===== config.mk =====
export PLATFORM = sky130hd
export DESIGN_NAME = mii_lane_scan
export DESIGN_NICKNAME = d
export VERILOG_FILES = /design/src/rtl/mii_pkg.sv /design/src/rtl/mii_lane_scan.sv
export SDC_FILE = /design/constraint.sdc
export NUM_CORES = 1
export LEC_CHECK = 0
export BUFFER_PORTS_ARGS = -buffer_cell sky130_fd_sc_hd__buf_2
export CAP_MARGIN = 20
export CORE_MARGIN = 2
export CORE_UTILIZATION = 29
export DETAILED_ROUTE_END_ITERATION = 8
export PLACE_DENSITY = 0.84
export REMOVE_ABC_BUFFERS = 1
export SLEW_MARGIN = 5
export SYNTH_ARGS = -nofsm -noshare
export SYNTH_HDL_FRONTEND = slang
export SYNTH_SLANG_ARGS = --single-unit

===== constraint.sdc =====
create_clock -name vclk -period 2.16
set_clock_uncertainty 0.15 [all_clocks]
set_input_delay 0.432 -clock vclk [all_inputs]
set_output_delay 0.432 -clock vclk [all_outputs]
set_load 0.02 [all_outputs]

===== src/rtl/mii_pkg.sv =====
// Shared constants, state encoding and small helpers for the 64-bit MII frame checker.
package mii_pkg;

  localparam logic [7:0] IDLE_CODE  = 8'h07;
  localparam logic [7:0] START_CODE = 8'hFB;
  localparam logic [7:0] EOF_CODE   = 8'hFD;
  localparam logic [7:0] ERROR_CODE = 8'hFE;
  localparam logic [7:0] PREAMBLE   = 8'h55;
  localparam logic [7:0] SFD        = 8'hD5;

  typedef enum logic [2:0] {
    ST_IDLE = 3'b001,
    ST_DATA = 3'b010,
    ST_DROP = 3'b100
  } state_t;

  localparam int ERR_PREAMBLE = 0;
  localparam int ERR_SFD      = 1;
  localparam int ERR_CTRL     = 2;
  localparam int ERR_RUNT     = 3;
  localparam int ERR_OVERSIZE = 4;
  localparam int ERR_IDLE     = 5;
  localparam int ERR_TRUNC    = 6;

  // Lanes 0..k-1 valid; k=0 gives an empty mask.
  function automatic logic [7:0] laneMask(input logic [2:0] k);
    return (8'd1 << k) - 8'd1;
  endfunction

  // Length accumulation that sticks at 16'hFFFF instead of wrapping.
  function automatic logic [15:0] satAdd(input logic [15:0] a, input logic [3:0] b);
    logic [16:0] s;
    s = {1'b0, a} + {13'd0, b};
    return s[16] ? 16'hFFFF : s[15:0];
  endfunction

endpackage


===== src/rtl/mii_lane_scan.sv =====
// Combinational scan of one MII word: locates the lowest control lane and
// qualifies it as a terminate followed only by idle characters.
module mii_lane_scan
  import mii_pkg::*;
(
  input  logic [63:0] i_mii_rx_d,
  input  logic [7:0]  i_mii_rx_c,
  output logic [2:0]  o_lane,
  output logic        o_found,
  output logic        o_is_fd,
  output logic        o_trail_idle_ok
);

  always_comb begin
    o_found = |i_mii_rx_c;
    o_lane  = 3'd0;
    for (int j = 7; j >= 0; j--) begin
      if (i_mii_rx_c[j]) o_lane = 3'(j);
    end
    o_is_fd = o_found && (i_mii_rx_d[{o_lane, 3'b000} +: 8] == EOF_CODE);
    o_trail_idle_ok = 1'b1;
    for (int j = 0; j < 8; j++) begin
      if ((3'(j) > o_lane) && !(i_mii_rx_c[j] && (i_mii_rx_d[8*j +: 8] == IDLE_CODE)))
        o_trail_idle_ok = 1'b0;
    end
  end

endmodule


# Word level (Yosys, flattened, before mapping)
# Cells that the tools add are included.
[totals]
out_inout_bits = 6
elab_cells = 60
reg_bits = 0
input_bits = 72
[op_classes]
reduce_logical = 26
order_cmp = 8
eq_ne = 9
n_mux = 16
n_shift = 1
[op_table]
columns = ["operator", "count"]
rows = [
  ["8-bit by 3-bit equality test with 1-bit output (second input constant)", 8],
  ["64-bit by 7-bit indexed part select with 8-bit output", 1],
  ["3-bit 2-to-1 mux", 8],
  ["1-bit logical AND", 17],
  ["3-bit greater-than comparator (first input constant)", 4],
  ["8-bit equality test (second input constant)", 1],
  ["1-bit logical NOT", 8],
  ["1-bit 2-to-1 mux", 8],
  ["8-bit OR reduction", 1],
  ["1-bit by 3-bit greater-than comparator with 1-bit output (first input constant)", 2],
  ["2-bit by 3-bit greater-than comparator with 1-bit output (first input constant)", 2],
]

# Logic depth before layout (Yosys ltp)
[logic_depth]
depth_word = 18
depth_mapped = 7
mapped_depth_nobuf = 7

# Least setup slack after synthesis
# No wires, ideal clock.
[synth_path]
path_type = "input to output"
startpoint = "in i_mii_rx_c[5]"
endpoint = "out o_is_fd"
setup_slack_ps = -332
arrival_time_ps = 1910
required_ps = 1578
n_path_buf = 0
path_stages = 7
path_cell_list = "nor4_2 -> or2b_4 -> inv_2 -> or3_1 -> o311ai_0 -> nand3_1 -> a21boi_1"
[synth_between]
elab_chain_len = 9
elab_cells_between_ends = 10
classes_between = "eq/ne (1); shift (1); mux (6); reduce/logical (2)"
[synth_rtl]
columns = ["item", "line_no", "source"]
rows = [
  ["start: declaration", "mii_lane_scan.sv:7", "input logic [7:0] i_mii_rx_c,"],
  ["3-bit 2-to-1 mux (6 in series)", "mii_lane_scan.sv:18", "if (i_mii_rx_c[j]) o_lane = 3'(j);"],
  ["net o_lane[2]", "mii_lane_scan.sv:8", "output logic [2:0] o_lane,"],
  ["64-bit by 7-bit indexed part select with 8-bit output", "mii_lane_scan.sv:20", "o_is_fd = o_found && (i_mii_rx_d[{o_lane, 3'b000} +: 8] == EOF_CODE);"],
  ["8-bit equality test", "mii_lane_scan.sv:20", ""],
  ["1-bit logical AND", "mii_lane_scan.sv:20", ""],
  ["end: declaration", "mii_lane_scan.sv:10", "output logic o_is_fd,"],
]
# The timed path passes the listed nets, and every way through them passes these cells.

# Final worst setup path
[layout_path]
startpoint = "in i_mii_rx_c[4]"
endpoint = "out o_is_fd"
[layout_between]
elab_chain_len = 8
elab_cells_between_ends = 9
classes_between = "eq/ne (1); shift (1); mux (5); reduce/logical (2)"
[layout_rtl]
columns = ["item", "line_no"]
rows = [
  ["3-bit 2-to-1 mux (5 in series)", "mii_lane_scan.sv:18"],
  ["64-bit by 7-bit indexed part select with 8-bit output", "mii_lane_scan.sv:20"],
  ["8-bit equality test", "mii_lane_scan.sv:20"],
  ["1-bit logical AND (*)", "mii_lane_scan.sv:20"],
]
# Mark *: on every way between the ends. The rest lies on a longest branch, timed or not.

==> metrics.txt <==
GRT Resource Usage Total 23.9%; CP required 1.58 ns; Row Count 15; post-synth top area share 10.4%; Setup WS post-layout -0.377 ns; CP endpoint kind output port; Routability Congestion 0.802; relative slew slack 72.7%; Combinational Power Share 100.0%; Initial Util 31.1%; Hold-fix buffers, CTS 0; most numerous cell in the Yosys netlist nand2_1; Peak VDD IR 0.0749 mV; IO Port Bufs 78; synth warn 0; Pwr Density 162 nW/um^2; Final nets 254; Critical Path Fanout Max 7; Net Sw Frac 45.5%; ant diodes 0; Core ar. 1750 sq um; Hold Crit Class in2out; routed len/inst 13.2 um; failing checks negative setup slack; Worst Tran Pin Value 0.405 ns; hold_ws 1.09 ns; number of distinct library cells after synthesis 32; first-pass GRT wire length 3920 um; vias in the first global route 1032; netlist area before placement 543 sq um; overall power 192 uW; height of the die 47.3 um; Yosys top cell by area nand4_1; register area 0 sq um; final HPWL from detailed placement 2310 um; vias per cell 5.40; top cells by area, synth nand4_1, nor4_1, nand2_1, nand2b_1, nand3_1; outcome finished with violations; vias 1106; Overflow after GRT 0; Pins Over Slew Limit 0; most instantiated cells after synthesis nand2_1, nand4_1, nor2_1, nor4_1; Setup Crit Path Kind in2out; largest net degree at the start of global routing 8; initial antenna violation count 0; fmax 394 MHz; Detailed Route WL 2700 um; Final Hold Violating Endpoints 0; Critical Path Start Type input pin; Fillers 152; detailed-route DRC error count 0; clock buffers 0; Seq/Total Area, Yosys 0%; Leakage 0.541 nW; DR iter-0 viols 30; part of the cycle the worst path needs 117%; TNS Setup -0.740 ns; area of the multi-input gates 584 sq um; maxcap violations 0; Routed Antenna Nets 0; Die Footprint 2230 sq um; share of cells above drive strength 1 57.8%; RSZ-0062 raised after global routing yes; Min Clock Period, post-route 2.54 ns; Switch Pwr 87.6 uW; IO Pins 78; Int Pwr 105 uW; die width 47.3 um; first drt pass iteration count 4; Data arrival, critical path 1.95 ns; Clock power frac 0%; final setup violating endpoints 2; Seq pwr share 0%; syn avg cell area 6.17 sq um; Mapped Cells 88; area grow syn2layout 118%; flip-flop and latch count 0
cells in the final DEF (no fill, tap or decap), types with 2 or more instances in the layout:
cell      netlist  routed
o311ai_1        0       2
buf_4           0      12
nor4_1          8       7
or3_1           3       3
nor3_2          0       2
nand2_1        10      10
nand4_1         9       9
nand4b_1        3       3
nor3b_1         2       2
nand2b_1        5       4
nor4_4          0       2
buf_6           0       9
inv_4           0       2
inv_1           4       3
nand3_1         6       6
nor3_1          6       4
buf_2           0      71
nor2_1          8       8
area by class of cell:
cell class,count,area share (%)
Inverter,5,2.00
Multi-Input combinational cell,83,49.3
Tap cell,25,2.64
Timing Repair Buffer,92,46.1
power groups by stage:
stage                     clock network (mW)  registers [mW]  logic, mW
after floorplan                            0               0     0.0503
after global placement                     0               0      0.154
after detailed placement                   0               0      0.160
after CTS                                  0               0      0.188
after global routing                       0               0      0.208
final                                      0               0      0.192
through the flow:
step | instances | area [sq um] | utilization (%) | setup slack (ns)
2_1_floorplan | 88 | 543 | - | -0.332
3_3_place_gp | 201 | 1040 | 59.6 | -0.421
3_5_place_dp | 201 | 1040 | 59.6 | -0.475
4_1_cts | 205 | 1170 | 67.3 | -0.362
5_1_grt | 205 | 1190 | 68.0 | -0.485
6_report | 205 | 1190 | 68.0 | -0.377
final timing paths:
check	from	cells after the start	slack, ns	endpoint
worst min-delay path	i_mii_rx_c[7]	4	1.09	o_found
worst max-delay path	i_mii_rx_c[4]	9	-0.38	o_is_fd
logic make-up (layout without fill, tap and decap cells):
kind of cell	Yosys count	after routing	share of synthesized area (%)
AOI/OAI and AO/OA	15	15	22.6
buffers and inverters	5	97	3.45
and+or+nand+nor	68	68	74.0
critical path, stage by stage:
cell and delay (ns):
buf_4 0.13, nor4_4 0.28, or2b_4 0.22, inv_4 0.06, or3_1 0.31, o311ai_1 0.08, nand3_1 0.10, a21boi_1 0.16
buf_4 0.17
per-layer routing:
metal  GRT usage [%]  share of wire (%)
met1            26.5                 36
met2            49.2                 54
met3           0.769                9.3
met4            4.44               0.93
met5               0                  0
what timing repair did:
action | CTS | global route
buffers inserted | 4 | 0
pin swaps | 13 | 2
resized for setup | 24 | 2
setup endpoints to repair | 2 | 3
No activity file was read; power rests on OpenSTA's default activity.
